[src/rtl/ocm_fir_sample_streamer.sv]
// ocm_fir_sample_streamer
//   Reads N consecutive words from the on-chip sample buffer (Avalon-MM read
//   master on the s2 port) and replays them as an Avalon-ST source into the
//   FIR compiler sink, one sample every max(sample_div+1, RD_LAT+2) cycles.
//
// Ports
//   clk_clk, reset_reset          clock, asynchronous active-high reset
//   start, abort                  run control (start pulse, abort level)
//   base_addr, num_samples,       run configuration, latched on an accepted start
//   sample_div
//   loop_en                       live; decides loop vs stop at the end of each pass
//   busy, done                    run status (done is a 1-cycle pulse)
//   ocm_*                         Avalon-MM read master towards the s2 port
//   st_data, st_valid, st_error   Avalon-ST source towards the FIR sink
//   dbg_state                     current FSM state, for observation only
//
// Handshake: the FIR sink has no backpressure, so a sample is transferred in
// every cycle where st_valid is 1; there is no ready. On the s2 side a read is
// issued by a single chipselect cycle and ocm_readdata is valid RD_LAT cycles
// later; no waitrequest exists.
module ocm_fir_sample_streamer #(
  parameter int ADDR_W = 16,
  parameter int DATA_W = 16,
  parameter int DIV_W  = 16,
  parameter int LEN_W  = 17,
  parameter int RD_LAT = 1
) (
  input  logic              clk_clk,
  input  logic              reset_reset,
  input  logic              start,
  input  logic              abort,
  input  logic [ADDR_W-1:0] base_addr,
  input  logic [LEN_W-1:0]  num_samples,
  input  logic [DIV_W-1:0]  sample_div,
  input  logic              loop_en,
  output logic              busy,
  output logic              done,
  output logic [ADDR_W-1:0] ocm_address,
  output logic              ocm_chipselect,
  output logic              ocm_clken,
  output logic              ocm_write,
  output logic [DATA_W-1:0] ocm_writedata,
  output logic [1:0]        ocm_byteenable,
  input  logic [DATA_W-1:0] ocm_readdata,
  output logic [DATA_W-1:0] st_data,
  output logic              st_valid,
  output logic [1:0]        st_error,
  output logic [1:0]        dbg_state
);

  typedef enum logic [1:0] {
    S_IDLE = 2'd0,
    S_READ = 2'd1,
    S_WAIT = 2'd2,
    S_EMIT = 2'd3
  } state_t;

  localparam logic [1:0] LP_WLAST = 2'(RD_LAT - 1);

  state_t            r_state;
  logic [LEN_W-1:0]  r_idx;
  logic [LEN_W-1:0]  r_len;
  logic [ADDR_W-1:0] r_base;
  logic [DIV_W-1:0]  r_div;
  logic [DIV_W-1:0]  r_ptimer;
  logic [1:0]        r_wcnt;
  logic [DATA_W-1:0] r_hold;
  logic              r_fin;
  logic              r_busy;
  logic              r_done;
  logic [ADDR_W-1:0] r_addr;
  logic              r_cs;
  logic [DATA_W-1:0] r_st_data;
  logic              r_st_valid;

  state_t            w_state_n;
  logic [LEN_W-1:0]  w_idx_n;
  logic [LEN_W-1:0]  w_idx_inc;
  logic [ADDR_W-1:0] w_base_sel;
  logic [ADDR_W-1:0] w_addr_n;
  logic              w_accept;
  logic              w_len_zero;
  logic              w_rd_last;
  logic              w_emit;
  logic              w_last;
  logic              w_fin_n;

  assign w_idx_inc  = r_idx + LEN_W'(1);
  // In IDLE the configuration is not latched yet, so the first address
  // comes straight from the input port.
  assign w_base_sel = (r_state == S_IDLE) ? base_addr : r_base;
  assign w_addr_n   = w_base_sel + ADDR_W'(w_idx_n);

  always_comb begin
    w_state_n  = r_state;
    w_idx_n    = r_idx;
    w_fin_n    = 1'b0;
    // r_busy is still high for the one cycle after the final sample (done is
    // pending), so a start in that cycle is ignored as well.
    w_accept   = (r_state == S_IDLE) && !r_busy && start && !abort;
    w_len_zero = (num_samples == '0);
    w_rd_last  = (r_wcnt == LP_WLAST);
    w_emit     = (r_state == S_EMIT) && (r_ptimer >= r_div) && !abort;
    w_last     = (w_idx_inc == r_len);
    case (r_state)
      S_IDLE: begin
        if (w_accept && !w_len_zero) begin
          w_state_n = S_READ;
          w_idx_n   = '0;
        end
      end
      S_READ: w_state_n = S_WAIT;
      S_WAIT: begin
        if (w_rd_last) w_state_n = S_EMIT;
      end
      S_EMIT: begin
        if (w_emit) begin
          if (!w_last) begin
            w_state_n = S_READ;
            w_idx_n   = w_idx_inc;
          end else if (loop_en) begin
            w_state_n = S_READ;
            w_idx_n   = '0;
          end else begin
            w_state_n = S_IDLE;
            w_fin_n   = 1'b1;
          end
        end
      end
      default: w_state_n = S_IDLE;
    endcase
    // abort overrides everything, including a final emit in this cycle
    if (abort) begin
      w_state_n = S_IDLE;
      w_fin_n   = 1'b0;
    end
  end

  always_ff @(posedge clk_clk or posedge reset_reset) begin
    if (reset_reset) begin
      r_state    <= S_IDLE;
      r_idx      <= '0;
      r_len      <= '0;
      r_base     <= '0;
      r_div      <= '0;
      r_ptimer   <= '0;
      r_wcnt     <= '0;
      r_hold     <= '0;
      r_fin      <= 1'b0;
      r_busy     <= 1'b0;
      r_done     <= 1'b0;
      r_addr     <= '0;
      r_cs       <= 1'b0;
      r_st_data  <= '0;
      r_st_valid <= 1'b0;
    end else begin
      r_state <= w_state_n;
      r_idx   <= w_idx_n;
      if (w_accept) begin
        r_len  <= num_samples;
        r_base <= base_addr;
        r_div  <= sample_div;
      end
      // Strobe and address are registered from the next state so that they
      // are high exactly during the READ cycle.
      r_cs <= (w_state_n == S_READ);
      if (w_state_n == S_READ) r_addr <= w_addr_n;
      // The period timer is 0 in the READ cycle and saturates rather than wraps.
      if (w_state_n == S_READ)  r_ptimer <= '0;
      else if (r_ptimer != '1)  r_ptimer <= r_ptimer + DIV_W'(1);
      r_wcnt <= (r_state == S_WAIT) ? r_wcnt + 2'd1 : 2'd0;
      if (r_state == S_WAIT && w_rd_last) r_hold <= ocm_readdata;
      r_st_valid <= w_emit;
      if (w_emit) r_st_data <= r_hold;
      r_fin  <= w_fin_n;
      r_done <= (w_accept && w_len_zero) || (r_fin && !abort);
      if (abort)                         r_busy <= 1'b0;
      else if (w_accept && !w_len_zero)  r_busy <= 1'b1;
      else if (r_fin)                    r_busy <= 1'b0;
    end
  end

  assign busy           = r_busy;
  assign done           = r_done;
  assign ocm_address    = r_addr;
  assign ocm_chipselect = r_cs;
  assign ocm_clken      = 1'b1;
  assign ocm_write      = 1'b0;
  assign ocm_writedata  = '0;
  assign ocm_byteenable = 2'b11;
  assign st_data        = r_st_data;
  assign st_valid       = r_st_valid;
  assign st_error       = 2'b00;
  assign dbg_state      = r_state;

endmodule

[config.mk]
export PLATFORM = sky130hd
export DESIGN_NAME = ocm_fir_sample_streamer
export DESIGN_NICKNAME = d
export VERILOG_FILES = /design/src/rtl/ocm_fir_sample_streamer.sv
export SDC_FILE = /design/constraint.sdc
export NUM_CORES = 1
export LEC_CHECK = 0
export CAP_MARGIN = 10
export CELL_PAD_IN_SITES_DETAIL_PLACEMENT = 1
export CELL_PAD_IN_SITES_GLOBAL_PLACEMENT = 2
export CORE_MARGIN = 3
export CORE_UTILIZATION = 44
export DETAILED_ROUTE_END_ITERATION = 16
export DONT_BUFFER_PORTS = 1
export PLACE_DENSITY_LB_ADDON = 0.15
export SYNTH_ARGS = -nofsm -noshare
export SYNTH_HDL_FRONTEND = slang
export SYNTH_SLANG_ARGS = --single-unit
[constraint.sdc]
create_clock -name clk_clk -period 15.8 [get_ports clk_clk]
set_clock_uncertainty 0.2 [all_clocks]
set_input_delay 1.58 -clock clk_clk [delete_from_list [all_inputs] [get_ports clk_clk]]
set_output_delay 1.58 -clock clk_clk [all_outputs]
set_load 0.01 [all_outputs]
# Yosys cells after proc, flatten, opt, wreduce, memory -nomap -nowiden
# Cells that the tools add are included.
classes:
  n_mux: 24
  div_mod_pow: 0
  add_sub_neg: 4
  reduce_logical: 20
  multipliers: 0
  eq_ne: 9
  shift: 0
  bitwise: 0
  n_lt_le_gt_ge: 1
op_table:
  columns: ["operator", "n"]
  rows:
  - ["$mux 17", 4]
  - ["$mux 16", 3]
  - ["$pmux 17 s2", 1]
  - ["$add 17x1->17 const B", 1]
  - ["$eq 17x17->1", 1]
  - ["$logic_not 17->1", 1]
  - ["$add 16x1->16 const B", 1]
  - ["$add 16x16->16", 1]
  - ["$ge 16x16->1", 1]
  - ["$ne 16x16->1 const B", 1]
  - ["$mux 1", 10]
  - ["$mux 2", 5]
  - ["$logic_and 1x1->1", 9]
  - ["$pmux 2 s4", 1]
  - ["$eq 2x1->1 const B", 2]
  - ["$eq 2x2->1 const B", 2]
  - ["$logic_not 2->1", 2]
  - ["$reduce_and 4->1", 1]
  - ["$reduce_bool 2->1", 2]
  - ["$logic_not 1->1", 3]
  - ["$ne 3x3->1 const B", 1]
  - ["$reduce_bool 3->1", 1]
  - ["$add 2x1->2 const B", 1]
  - ["$ne 2x1->1 const B", 1]
  - ["other kinds (2)", 2]
word_totals:
  inputBits: 70
  n_memories: 0
  ramBits: 0
  reg_bits: 139
  out_inout_bits: 60
  latch_bits: 0
  mem_bits_ro: 0
  word_cells: 74

# Longest topological paths before layout
logic_depth:
  depth_word: 10
  depth_mapped: 25
  depth_no_buf: 24

# Worst setup path before layout
# OpenSTA, ideal clock, no wires.
synth_path:
  path_type: "in2reg"
  from: "input abort"
  to: "register r_addr[14] (netlist: ocm_address[14])"
  path_stages: 20
  slack_ns: 10.049
  arrival_time_ns: 5.426
  setup_time_ns: 0.125
  t_required_ns: 15.475
  path_buffers: 1
  cell_sequence: "nor4_1 > o21a_1 > nand2_1 > o21ba_1 > o21ai_1 > buf_2 > nand2_1 > o21ai_0 > ha_1 > fa_1 > a21o_1 > a21o_1 > a21o_1 > a21oi_1 > o21ba_2 > o21ai_0 > a21o_1 > a21oi_1 > xnor2_1 > mux2_2"
synth_between:
  elab_cells_between_ends: 13
  classes_between: "add/sub: 1; eq/ne: 1; mux: 7; reduce/logical: 4"
synth_rtl:
  columns: ["item", "line", "text"]
  rows:
  - ["start, declared", "31", "input logic abort,"]
  - ["$logic_not 1->1 *", "100, 103", null]
  - ["$logic_and 1x1->1", "100", "w_accept = (r_state == S_IDLE) && !r_busy && start && !abort;"]
  - ["$logic_and 1x1->1", "107", "if (w_accept && !w_len_zero) begin"]
  - ["$mux 17", "107", null]
  - ["$pmux 17 s2 *", "105", "case (r_state)"]
  - ["via w_idx_n[0]", "77", "logic [LEN_W-1:0] w_idx_n;"]
  - ["$add 16x16->16 *", "92", "assign w_addr_n = w_base_sel + ADDR_W'(w_idx_n);"]
  - ["end signal, assigned", "167", "if (w_state_n == S_READ) r_addr <= w_addr_n;"]
  - ["end, declared", "71", "logic [ADDR_W-1:0] r_addr;"]
# The timed path passes the listed nets; every way through them passes the cells marked *. The select of a mux whose other input is x is not followed.
# A chain may end at the register's enable or synchronous reset.

# Worst setup path in the final report
layout_path:
  from: "register r_state[0] (netlist: dbg_state[0])"
  to: "register r_addr[14] (netlist: ocm_address[14])"
layout_between:
  elab_cells_between_ends: 21
  classes_between: "add/sub: 1; eq/ne: 4; mux: 9; reduce/logical: 7"
layout_rtl:
  columns: ["item", "line", "text"]
  rows:
  - ["start, declared", "60", "state_t r_state;"]
  - ["start signal, assigned", "157", "r_state <= w_state_n;"]
  - ["$logic_not 2->1", "100, 105", null]
  - ["$logic_and 1x1->1 (3 in a row)", "100", null]
  - ["$logic_and 1x1->1", "107", null]
  - ["$mux 17", "107", null]
  - ["$pmux 17 s2 *", "105", null]
  - ["via w_idx_n[0]", "77", null]
  - ["$add 16x16->16 *", "92", null]
# Marked as above.

==> impl_metrics.csv <==
group,metric,value,unit
status,outcome,"complete, no violations",
clock_tree,cts_tree,"done",
cells_and_area,fin_util,49.92,%
power_and_ir_drop,vdd_drop_max,0.00009051,V
critical_path,crit_fanout,66,
global_route,grt_use_total,19.46,%
timing,fin_crit,6.570,ns
route,dr.pass1.iters,4,
clock_tree,cts_hold_buf,0,
cells_and_area,multi_input_area,3944,um2
timing,rsz0062_at_grt,"no",
critical_path,crit_type,"flip-flop to flip-flop",
timing,fin_crit_sh,41.58,%
global_route,grt_start_max_net_pins,91,
floorplanning,fp.coreArea,16940,um2
clock_tree,path_clk_slew,0.07,ns
clock_tree,cts_buffers,17,
yosys,synth_top_area_share,44.75,%
power_and_ir_drop,p_int,0.9308,mW
floorplanning,io_pins,130,
cells_and_area,drive_above_1_share,17.99,%
clock_tree,clock_sinks,139,
yosys,synth_top_cells_by_count,"dfrtp_1, nand2_1, mux2_2, nor2_1, o21ai_0",
placed_design,dp_hpwl,13900,um
global_route,grt_pass1_wl,30420,um
yosys,synth_cells,742,
yosys,syn_avg_cell_area,10.48,um2
critical_path,required,15.91,ns
cells_and_area,syn2layout_area_growth,8.773,%
timing,tns,0,ns
power_and_ir_drop,p_switching,0.5207,mW
power_and_ir_drop,pwr-share-seq,40.1,%
power_and_ir_drop,total_power,1.451,mW
yosys,ys_seq_area_share,44.75,%
worst_hold_path,hp-class,"flip-flop to flip-flop",
placed_design,dp.cells,933,
yosys,yosysMostFrequentCell,"dfrtp_1",
timing,tightest_slew,1.071,ns
timing,max_freq,0.1522,GHz
power_and_ir_drop,swShare,35.87,%
critical_path,cp.arrival,6.68,ns
critical_path,worst_setup_path_start_kind,"flip-flop",
clock_tree,cts_max_level,4,
cells_and_area,final_cells,965,
timing,slew_headroom,28.62,%
yosys,synthFlopType,"dfrtp_1",
route,drc,0,
global_route,grt_pass1_vias,5732,
timing,fin_ws,9.230,ns
clock_tree,cts_root_buffer,"clkbuf_16",
yosys,postSynth.asyncResetShare,100.0,%
floorplanning,fp.dieW,138.9,um
yosys,synth_edf_count,0,
power_and_ir_drop,p_leak,3.905,nW
cells_and_area,diodes,0,
yosys,netlist_area,7772,um2
route,drtIter0Drc,196,
floorplanning,dieHeight,138.9,um
yosys,ys_ff_latch,139,
placed_design,placed_area,7856,um2
clock_tree,post-cts-setup-buffer-count,0,
yosys,yosysTopAreaCell,"dfrtp_1",
clock_tree,clock_path_buffers,2,
cells_and_area,nFillCells,1835,
cells_and_area,nets,840,
yosys,synth_cell_type_count,67,
cells_and_area,area.sequential,3478,um2
route,wl_per_cell,19.17,um
critical_path,endpoint_kind,"flip-flop",
timing,maxSlewViolCount,0,
floorplanning,row_count,47,
clock_tree,clk_latency,0.42,ns
timing,whs,0.2304,ns
clock_tree,cts_resized,0,
power_and_ir_drop,p_per_area,171.7,nW/um2
route,vias,5285,
yosys,synth.area.top_cells,"dfrtp_1, mux2_2, ha_1, nand2_1, xor2_1",
placed_design,place_congestion,0.7883,
power_and_ir_drop,combPwrFrac,32.7,%
placed_design,port_buffers,0,
floorplanning,start_util,45.89,%
placed_design,dp_slack,9.045,ns
job,cap_violations,0,
timing,setup_viol,0,
route,via_per_inst,5.477,
cells_and_area,finalInstanceArea,8454,um2
yosys,yosys_warnings,0,
global_route,antenna_found_initial,0,
route,ant_nets,0,
route,wirelength,18500,um
timing,timing_hold_violations_final,0,
power_and_ir_drop,clockPowerShare,27.2,%
floorplanning,die_area,19300,um2
global_route,grt-ovfl-total,0,
==> cell families (layout without fill, tap and decap cells) <==
logic type | Yosys count | in the layout | share of synthesized area, %
adders and majority gates | 38 | 38 | 6.214
and+or+nand+nor | 222 | 222 | 14.60
buffers and inverters | 87 | 70 | 5.667
other | 2 | 22 | 0.09662
AOI/OAI and AO/OA | 121 | 121 | 10.51
DFF | 139 | 139 | 44.75
xor gates and xnor gates | 49 | 49 | 5.522
muxes | 84 | 84 | 12.64
==> cells in the final DEF, fill, tap and decap left out, drive strengths merged, types with 7 or more instances in the layout <==
| cell | synthesis | routed |
|---|---|---|
| o21ai | 42 | 42 |
| mux2 | 80 | 80 |
| nand4 | 10 | 10 |
| nand2 | 88 | 88 |
| clkbuf | 17 | 17 |
| inv | 34 | 42 |
| xnor2 | 24 | 24 |
| conb | 2 | 22 |
| ha | 37 | 37 |
| nand3 | 20 | 20 |
| clkinv | 1 | 7 |
| nand2b | 8 | 8 |
| xor2 | 25 | 25 |
| nor3 | 9 | 9 |
| a21o | 11 | 11 |
| nor2 | 47 | 47 |
| nor4 | 9 | 9 |
| a21oi | 20 | 20 |
| dfrtp | 139 | 139 |
==> final cells by class <==
type	instances	area share, %
clock buffers	17	5.032
clock inverters	15	2.042
inverters	35	1.613
multi-input cells	536	46.65
flip-flops and latches	139	41.14
well taps	220	3.256
repair buffers	3	0.2664
==> critical path, stage by stage (launching register included) <==
cell      delay [ns]
dfrtp_1         0.48
inv_1           0.14
ha_1            0.88
nor4bb_4        0.33
buf_4           0.63
nand2b_1        0.22
a21oi_1         0.22
o21ai_1         0.35
nand2_1         0.16
o21ai_0         0.14
ha_1            0.30
fa_1            0.42
a21o_1          0.19
a21o_1          0.20
a21o_1          0.18
a21oi_1         0.29
o21ba_2         0.23
o21ai_0         0.16
a21o_1          0.22
a21oi_1         0.18
xnor2_1         0.08
mux2_2          0.25
==> final timing paths <==
path                                   start              end  slack (ns)  depth (start not counted)
max in group asynchronous        reset_reset        r_div[13]       13.23                          2
worst min register to register     r_wcnt[0]        r_wcnt[0]        0.23                          1
worst max-delay path            dbg_state[0]  ocm_address[14]        9.23                         21
min in group asynchronous        reset_reset        r_hold[9]        0.97                          1
worst max register to register  dbg_state[0]  ocm_address[14]        9.23                         21
worst min-delay path               r_wcnt[0]        r_wcnt[0]        0.23                          1
==> power by group through the flow <==
stage          logic (mW)  registers, mW  clock network (mW)
6_report            0.475          0.581               0.395
5_1_grt             0.531          0.600               0.423
4_1_cts             0.484          0.584               0.404
3_5_place_dp        0.478          0.588                   0
3_3_place_gp        0.463          0.583                   0
2_1_floorplan       0.397          0.556                   0
==> state kept, by name (all words and copies together), names as in the netlist <==
signal,cells
r_wcnt,2
busy,1
r_ptimer,16
done,1
ocm_chipselect,1
r_idx,17
r_div,16
r_base,16
st_valid,1
r_fin,1
dbg_state,2
r_hold,16
r_len,17
st_data,16
ocm_address,16
==> routing by layer <==
metal  GRT usage [%]  vias to the layer above  wire (um)
met3           6.759                        8       1187
met2           29.58                      105       8237
li1                -                     2548          -
met4           3.913                        0        123
met5               0                        -          0
met1           27.25                     2624       8954
(Power assumes the default switching activity.)
